[src/rtl/kb_event_scheduler.sv]
// rtl/kb_event_scheduler.sv - key event generator with typematic repeat and show-ahead event FIFO
module kb_event_scheduler #(
    parameter int DELAY_CYC  = 25000000,
    parameter int REPEAT_CYC = 12500000,
    parameter int DEPTH      = 16,
    parameter int AW         = 4
) (
    input  logic          CLOCK_50,
    input  logic          rst,
    input  logic [7:0]    ascii,
    input  logic [4:0]    mods,
    input  logic          pop,
    input  logic          clr_ovf,
    input  logic          irq_en,
    output logic [15:0]   rd_data,
    output logic          rd_valid,
    output logic [AW:0]   count,
    output logic          overflow,
    output logic          irq
);

    typedef enum logic [1:0] {IDLE, DELAY, REPEAT} state_t;

    state_t      state, state_nxt;
    logic [31:0] timer, timer_nxt, term;
    logic [7:0]  held, held_nxt;
    logic [7:0]  ascii_q;
    logic [4:0]  mods_q;
    logic        push;

    logic [15:0]   mem [DEPTH];
    logic [AW-1:0] wr_ptr, rd_ptr;
    logic [AW:0]   count_r;
    logic          full, push_ok, pop_ok, drop;

    always_ff @(posedge CLOCK_50) begin
        if (rst) begin
            ascii_q <= 8'h00;
            mods_q  <= 5'b0;
            state   <= IDLE;
            timer   <= 32'd0;
            held    <= 8'h00;
        end else begin
            ascii_q <= ascii;
            mods_q  <= mods;
            state   <= state_nxt;
            timer   <= timer_nxt;
            held    <= held_nxt;
        end
    end

    assign term = (state == DELAY) ? 32'(DELAY_CYC - 1) : 32'(REPEAT_CYC - 1);

    always_comb begin
        state_nxt = state;
        timer_nxt = timer;
        held_nxt  = held;
        push      = 1'b0;
        // An error flag from the driver aborts any hold without emitting an event
        if (mods_q[4]) begin
            state_nxt = IDLE;
            timer_nxt = 32'd0;
        end else begin
            case (state)
                IDLE: begin
                    if (ascii_q != 8'h00) begin
                        push      = 1'b1;
                        held_nxt  = ascii_q;
                        timer_nxt = 32'd0;
                        state_nxt = DELAY;
                    end
                end
                DELAY, REPEAT: begin
                    if (ascii_q == 8'h00) begin
                        state_nxt = IDLE;
                        timer_nxt = 32'd0;
                    end else if (ascii_q != held) begin
                        push      = 1'b1;
                        held_nxt  = ascii_q;
                        timer_nxt = 32'd0;
                        state_nxt = DELAY;
                    end else if (timer == term) begin
                        push      = 1'b1;
                        timer_nxt = 32'd0;
                        state_nxt = REPEAT;
                    end else begin
                        timer_nxt = timer + 32'd1;
                    end
                end
                default: begin
                    state_nxt = IDLE;
                    timer_nxt = 32'd0;
                end
            endcase
        end
    end

    assign full    = (count_r == (AW+1)'(DEPTH));
    assign pop_ok  = pop && (count_r != '0);
    // A simultaneous pop frees the slot, so a full FIFO still accepts the push
    assign push_ok = push && (!full || pop_ok);
    assign drop    = push && full && !pop_ok;

    always_ff @(posedge CLOCK_50) begin
        if (push_ok) begin
            mem[wr_ptr] <= {3'b000, mods_q, ascii_q};
        end
    end

    always_ff @(posedge CLOCK_50) begin
        if (rst) begin
            wr_ptr   <= '0;
            rd_ptr   <= '0;
            count_r  <= '0;
            overflow <= 1'b0;
            irq      <= 1'b0;
        end else begin
            if (push_ok) wr_ptr <= wr_ptr + 1'b1;
            if (pop_ok)  rd_ptr <= rd_ptr + 1'b1;
            case ({push_ok, pop_ok})
                2'b10:   count_r <= count_r + 1'b1;
                2'b01:   count_r <= count_r - 1'b1;
                default: count_r <= count_r;
            endcase
            if (drop)         overflow <= 1'b1;
            else if (clr_ovf) overflow <= 1'b0;
            irq <= irq_en && rd_valid;
        end
    end

    assign rd_valid = (count_r != '0);
    assign count    = count_r;
    assign rd_data  = rd_valid ? mem[rd_ptr] : 16'h0000;

endmodule

[config.mk]
export PLATFORM = sky130hd
export DESIGN_NAME = kb_event_scheduler
export DESIGN_NICKNAME = d
export VERILOG_FILES = /design/src/rtl/kb_event_scheduler.sv
export SDC_FILE = /design/constraint.sdc
export NUM_CORES = 1
export LEC_CHECK = 0
export CORE_MARGIN = 10
export CORE_UTILIZATION = 50
export CTS_CLUSTER_SIZE = 12
export DETAILED_ROUTE_END_ITERATION = 7
export PLACE_DENSITY = 0.79
export SETUP_SLACK_MARGIN = 0.02
export SLEW_MARGIN = 20
export SYNTH_ARGS = -nofsm -noshare
export SYNTH_HDL_FRONTEND = slang
export SYNTH_SLANG_ARGS = --single-unit
[constraint.sdc]
create_clock -name CLOCK_50 -period 4.2 [get_ports CLOCK_50]
set_input_delay 0.84 -clock CLOCK_50 [delete_from_list [all_inputs] [get_ports CLOCK_50]]
set_output_delay 0.84 -clock CLOCK_50 [all_outputs]
set_load 0.005 [all_outputs]
==> results of run 1 <==
final cells by class:
class | instances | share of cell area
Timing Repair Buffer | 70 | 0.04804
Inverter | 11 | 0.003097
Multi-Input combinational cell | 418 | 0.2723
Sequential cell | 282 | 0.5799
Tap cell | 285 | 0.02674
Clock buffer | 50 | 0.06409
Clock inverter | 4 | 0.005818
synthesized netlist by cell type, drive strengths merged (2+ instances only):
| cell type | instances | area share |
|---|---|---|
| and4 | 2 | 0.0015 |
| a32oi | 3 | 0.0023 |
| or2 | 4 | 0.0022 |
| nor2 | 68 | 0.022 |
| a31oi | 5 | 0.0027 |
| a22oi | 4 | 0.0026 |
| nand3b | 2 | 0.0013 |
| mux4 | 65 | 0.13 |
| xor2 | 31 | 0.024 |
| nand2 | 46 | 0.015 |
| and2 | 2 | 0.0011 |
| inv | 11 | 0.0036 |
| o21a | 2 | 0.0013 |
| nand4b | 2 | 0.0015 |
| and3 | 5 | 0.0027 |
| nor2b | 27 | 0.015 |
| nand3 | 30 | 0.013 |
| nor4b | 3 | 0.0036 |
| nor4 | 13 | 0.011 |
| nor3 | 11 | 0.0052 |
| o22ai | 2 | 0.0011 |
| or4 | 3 | 0.0020 |
| xnor2 | 7 | 0.0053 |
| edfxtp | 208 | 0.54 |
| ha | 11 | 0.012 |
| clkbuf | 14 | 0.0046 |
| or3 | 6 | 0.0037 |
| nand2b | 2 | 0.0011 |
| buf | 17 | 0.0086 |
| o21ai | 9 | 0.0042 |
| nand4 | 7 | 0.0038 |
| a21oi | 27 | 0.012 |
| dfxtp | 74 | 0.13 |
per-layer routing:
layer | track usage | vias to the layer above | routed length, µm
li1 | - | 2990 | -
met3 | 0.03117 | 53 | 1917
met4 | 0.04985 | 0 | 658
met5 | 0 | - | 0
met2 | 0.2871 | 272 | 12210
met1 | 0.2330 | 3309 | 10230
report_power, final:
group	internal (mW)	leakage, nW	switching, mW
logic	0.797	1.43	0.659
registers	3.13	2.52	0.139
clock network	1.50	0.450	1.00
kinds of logic after synthesis:
logic type,after synthesis
flip-flops,282
AND/OR/NAND/NOR,237
multiplexers,66
AO/OA/AOI/OAI,63
buffers and inverters,42
XOR/XNOR,38
adder cells (fa/ha/maj),11
other,1
registers in the layout (all words and copies together) (netlist names), named ones only:
register,count
state,2
rd_ptr,4
mods_q,5
mem,208
overflow,1
wr_ptr,4
timer,32
ascii_q,8
count,5
irq,1
held,8
per-stage QoR:
stage | cell area, µm² | utilization
2_1_floorplan | 11530 | -
3_3_place_gp | 12400 | 0.5478
3_5_place_dp | 12400 | 0.5478
4_1_cts | 13330 | 0.5889
5_1_grt | 13330 | 0.5889
6_report | 13330 | 0.5889
worst max-delay path, cell delays in order (launching register included):
cell and delay (ns):
dfxtp_4 0.58, buf_4 0.31, mux4_2 0.55, mux4_2 0.52
nor2b_1 0.16, clkdlybuf4s50_1 0.45
path summary, 6_finish.rpt:
check,startpoint,end,slack [ns]
max,flop,rd_data[6],0.24
min,held[1],held[1],0.47
max reg2reg,ascii_q[1],count[4],0.90
min reg2reg,held[1],held[1],0.47
==> results.json, run 1 <==
{
  "status": "completed",
  "grt_pass1_wl_mm": 39.36,
  "multi_input_area_um2": 3631,
  "grt_max_degree": 53,
  "post_cts_buffers": 0,
  "rsz0062_at_grt": "no",
  "cts.htree.levels": 1,
  "die_height_um": 171.8,
  "fmax_mhz": 252.3,
  "required_ns": 3.36,
  "synth_xor_area_frac": 0.02889,
  "ys_types": 60,
  "grtUsageTotal": 0.1744,
  "final_common_cell": "edfxtp_1",
  "avgSynthCellArea_um2": 15.57,
  "ant_nets": 0,
  "tightest_slew_ns": 0.8747,
  "drtIter0Drc": 770,
  "synth_compound_area_frac": 0.03486,
  "endpoint_kind": "output port",
  "cts_root_buf": "clkbuf_16",
  "placedCellCount": 1066,
  "io_pins": 42,
  "cts_buffers": 29,
  "power_leakage_nw": 4.395,
  "gp_congestion": 0.8910,
  "die_x_um": 171.8,
  "die_area_um2": 29510,
  "cts_tree": "yes",
  "yosys.area_share.adder": 0.01195,
  "synth_ff_type": "edfxtp_1",
  "synth-edff-count": 208,
  "ys_ff_latch": 282,
  "yosys.area_share.simple": 0.1086,
  "rows": 55,
  "insertedDiodeCount": 0,
  "finalSetupViolCount": 0,
  "fill_cells": 1674,
  "worst-r2r-cell-count": 11,
  "max-cap-violations": 0,
  "total_power_mw": 7.222,
  "ys_seq_area_frac": 0.6707,
  "critical_path_class": "flop to output port",
  "synth_top_family_by_area": "multiplexers",
  "powerDensity_nw_per_um2": 541.6,
  "hold_class": "flop to flop",
  "worstPathArrival_ns": 3.12,
  "path_clk_slew_ns": 0.06,
  "clock_latency_ns": 0.54,
  "syn-instance-count": 740,
  "drt-total-wl_mm": 25.02,
  "synthMuxAreaShare": 0.1279,
  "dp_hpwl_mm": 15.47,
  "area.growth.synth_to_final_pct": 15.74,
  "cts.repair.resized": 0,
  "syn_area_um2": 11520,
  "fin_crit_ns": 3.963,
  "overflow": 0,
  "routed_via_density": 5.914,
  "min_path_cells": 2,
  "numPortBuffers": 38,
  "final-hold-violation-count": 0,
  "drive_gt1_frac": 0.1868,
  "postCtsHoldBufs": 0,
  "async_flop_share": 0,
  "holdWs_ns": 0.4666,
  "fp.coreArea_um2": 22640,
  "slew_headroom": 0.4161,
  "finalSetupTns_ns": 0,
  "seq_area_um2": 7732,
  "period_share": 0.9436,
  "nets": 841,
  "dr_total_vias": 6624,
  "antenna_found_initial": 0,
  "ir_drop_mv": 0.4970,
  "slew_viol_final": 0,
  "start_util": 0.5089,
  "cp-start-kind": "flop",
  "worst_slack_ns": 0.2369,
  "final.setup_skew_ns": 0.009195,
  "stdcell_count": 1120,
  "grt_pass1_vias": 6674,
  "yosysWarningCount": 0,
  "dr.pass1.iters": 5,
  "cts.sinks": 282,
  "critPathMaxFanout": 16,
  "clk_path_buf_depth": 3,
  "place_ws_ns": 0.7616,
  "drc_errors": 0,
  "final_cell_mix": "208 x edfxtp_1, 72 x dfxtp_1, 67 x nor2_1, 65 x mux4_2, 45 x nand2_1",
  "wl_per_cell_um": 22.34
}
Power figures use the tool's default switching activity.
==> run 2, diff against run 1 <==
MAX_ROUTING_LAYER = met4   (was unset)
==> results.json, run 2 (synthesis gave the netlist of run 1 again) <==
{
  "fill_cells": 1674,
  "status": "completed",
  "start_util": 0.5089,
  "cts_root_buf": "clkbuf_16",
  "reg_top3": "mem (208), timer (32)",
  "critPathMaxStageDelay_ns": 0.58,
  "die_area_um2": 29510,
  "final_common_cell": "edfxtp_1",
  "numPortBuffers": 38,
  "met2_length_mm": 12.22,
  "final-hold-violation-count": 0,
  "slew_headroom": 0.4209,
  "fmax_mhz": 253.0,
  "period_share": 0.9410,
  "io_pins": 42,
  "largest_register_ffs": 208,
  "final.setup_skew_ns": 0.008607,
  "drive_gt1_frac": 0.1868,
  "cts_buffers": 29,
  "pwr-share-seq": 0.453,
  "top_register": "mem",
  "crit_family": "multiplexers",
  "worst_slack_ns": 0.2480,
  "max-cap-violations": 0,
  "gp_congestion": 0.9042,
  "required_ns": 3.36,
  "critPathBufInv": 2,
  "postPlaceCellArea_um2": 12400,
  "nets": 841,
  "grt_pass1_wl_mm": 39.39,
  "drt-total-wl_mm": 24.97,
  "dp_hpwl_mm": 15.47,
  "endpoint_kind": "output port",
  "placedCellCount": 1066,
  "clock_latency_ns": 0.54,
  "p_sw_frac": 0.2491,
  "die_height_um": 171.8,
  "cp_common_cell": "mux4_2",
  "die_x_um": 171.8,
  "crit_path_top_delay_cell": "dfxtp_4",
  "cts.sinks": 282,
  "routed_via_density": 5.839,
  "path_clk_slew_ns": 0.06,
  "cp.depth": 5,
  "drc_errors": 0,
  "endpoint": "rd_data[6]",
  "path_cells": "buf_4 -> mux4_2 -> mux4_2 -> nor2b_1 -> clkdlybuf4s50_1",
  "place_ws_ns": 0.7616,
  "powerDensity_nw_per_um2": 541.6,
  "insertedDiodeCount": 0,
  "cts_tree": "yes",
  "wl_per_cell_um": 22.30,
  "grt_pass1_vias": 6678,
  "p_switching_mw": 1.799,
  "drtIter0Drc": 813,
  "grt_max_degree": 53,
  "reg2reg_from": "ascii_q[1]",
  "clkPwrFrac": 0.346,
  "post_cts_buffers": 0,
  "total_power_mw": 7.222,
  "p_comb_frac": 0.201,
  "intPower_mw": 5.423,
  "cp-start-kind": "flop",
  "ir_drop_mv": 0.4955,
  "dr.pass1.iters": 5,
  "fin_crit_ns": 3.952,
  "clk_path_buf_depth": 3,
  "r2r_setup_slack_ns": 0.91,
  "worstPathArrival_ns": 3.11,
  "rsz0062_at_grt": "no",
  "overflow": 0,
  "rows": 55,
  "worst-r2r-cell-count": 11,
  "highest_layer": "met4",
  "finalSetupViolCount": 0,
  "final_cell_mix": "208 x edfxtp_1, 72 x dfxtp_1, 67 x nor2_1, 65 x mux4_2, 45 x nand2_1",
  "ant_nets": 0,
  "power_leakage_nw": 4.395,
  "postCtsHoldBufs": 0,
  "met1_length_mm": 10.33,
  "cts.repair.resized": 0,
  "grtUsageTotal": 0.1795,
  "fp.coreArea_um2": 22640,
  "stdcell_count": 1120,
  "dr_total_vias": 6540,
  "slew_viol_final": 0,
  "r2r-end": "count[4]",
  "wl_met3_mm": 1.828,
  "critical_path_class": "flop to output port",
  "antenna_found_initial": 0,
  "hold_class": "flop to flop",
  "area.growth.synth_to_final_pct": 15.74,
  "fin_area_um2": 13330,
  "cts.htree.levels": 1,
  "tightest_slew_ns": 0.8675,
  "critPathMaxFanout": 16,
  "finalSetupTns_ns": 0
}
==> run 2: cell counts in the layout (fill, tap and decap cells not counted) <==
Identical to the previous run, type by type.
==> run 2: layer usage <==
metal	up-vias	GRT usage
met2	249	0.2868
met5	-	-
met1	3252	0.2348
li1	2991	-
met3	48	0.02957
met4	0	0.04985
==> run 2: worst min-delay path by stage <==
stage	start	end	slack (ns)	cells past startpoint
finish	held[1]	held[1]	0.47	2
detailed placement	held[4]	held[4]	0.46	2
floorplan	held[0]	held[0]	0.45	2
global route	held[5]	held[5]	0.49	2
CTS	held[4]	held[4]	0.47	2
global placement	held[7]	held[7]	0.45	2
==> run 2: worst reg2reg max path, cell delays in order (launching register included) <==
cell,delay (ns)
dfxtp_1,0.51
nor4_1,0.77
a2111o_1,0.29
inv_1,0.07
o22ai_1,0.39
xor2_1,0.14
ha_1,0.25
or3_1,0.31
a21oi_1,0.15
a32oi_1,0.09
xor2_1,0.15
nor2_1,0.05
==> run 2: per-stage QoR <==
stage / hold WS (ns) / util
after CTS: 0.4680 / 0.5889
after global placement: 0.4535 / 0.5478
after floorplan: 0.4481 / -
after detailed placement: 0.4601 / 0.5478
final: 0.4667 / 0.5889
after global routing: 0.4881 / 0.5889
==> run 2: final cells by class <==
cell class,count,area (µm²),area share
Inverter,11,41.29,0.003097
Sequential cell,282,7732,0.5799
Tap cell,285,356.6,0.02674
Multi-Input combinational cell,418,3631,0.2723
Clock inverter,4,77.57,0.005818
Timing Repair Buffer,70,640.6,0.04804
Clock buffer,50,854.6,0.06409
==> run 2: power groups by stage <==
stage | clock network (mW) | logic (mW) | registers, mW
floorplan | 0 | 0.908 | 3.26
global placement | 0 | 1.43 | 3.32
detailed placement | 0 | 1.47 | 3.33
CTS | 2.54 | 1.49 | 3.27
global route | 2.65 | 1.58 | 3.29
finish | 2.50 | 1.45 | 3.27
==> run 3, diff against run 2 <==
SKIP_CTS_REPAIR_TIMING = 1   (was unset)
==> results of run 3 <==
No change in the layout: final DEF, timing and power equal those of run 2.
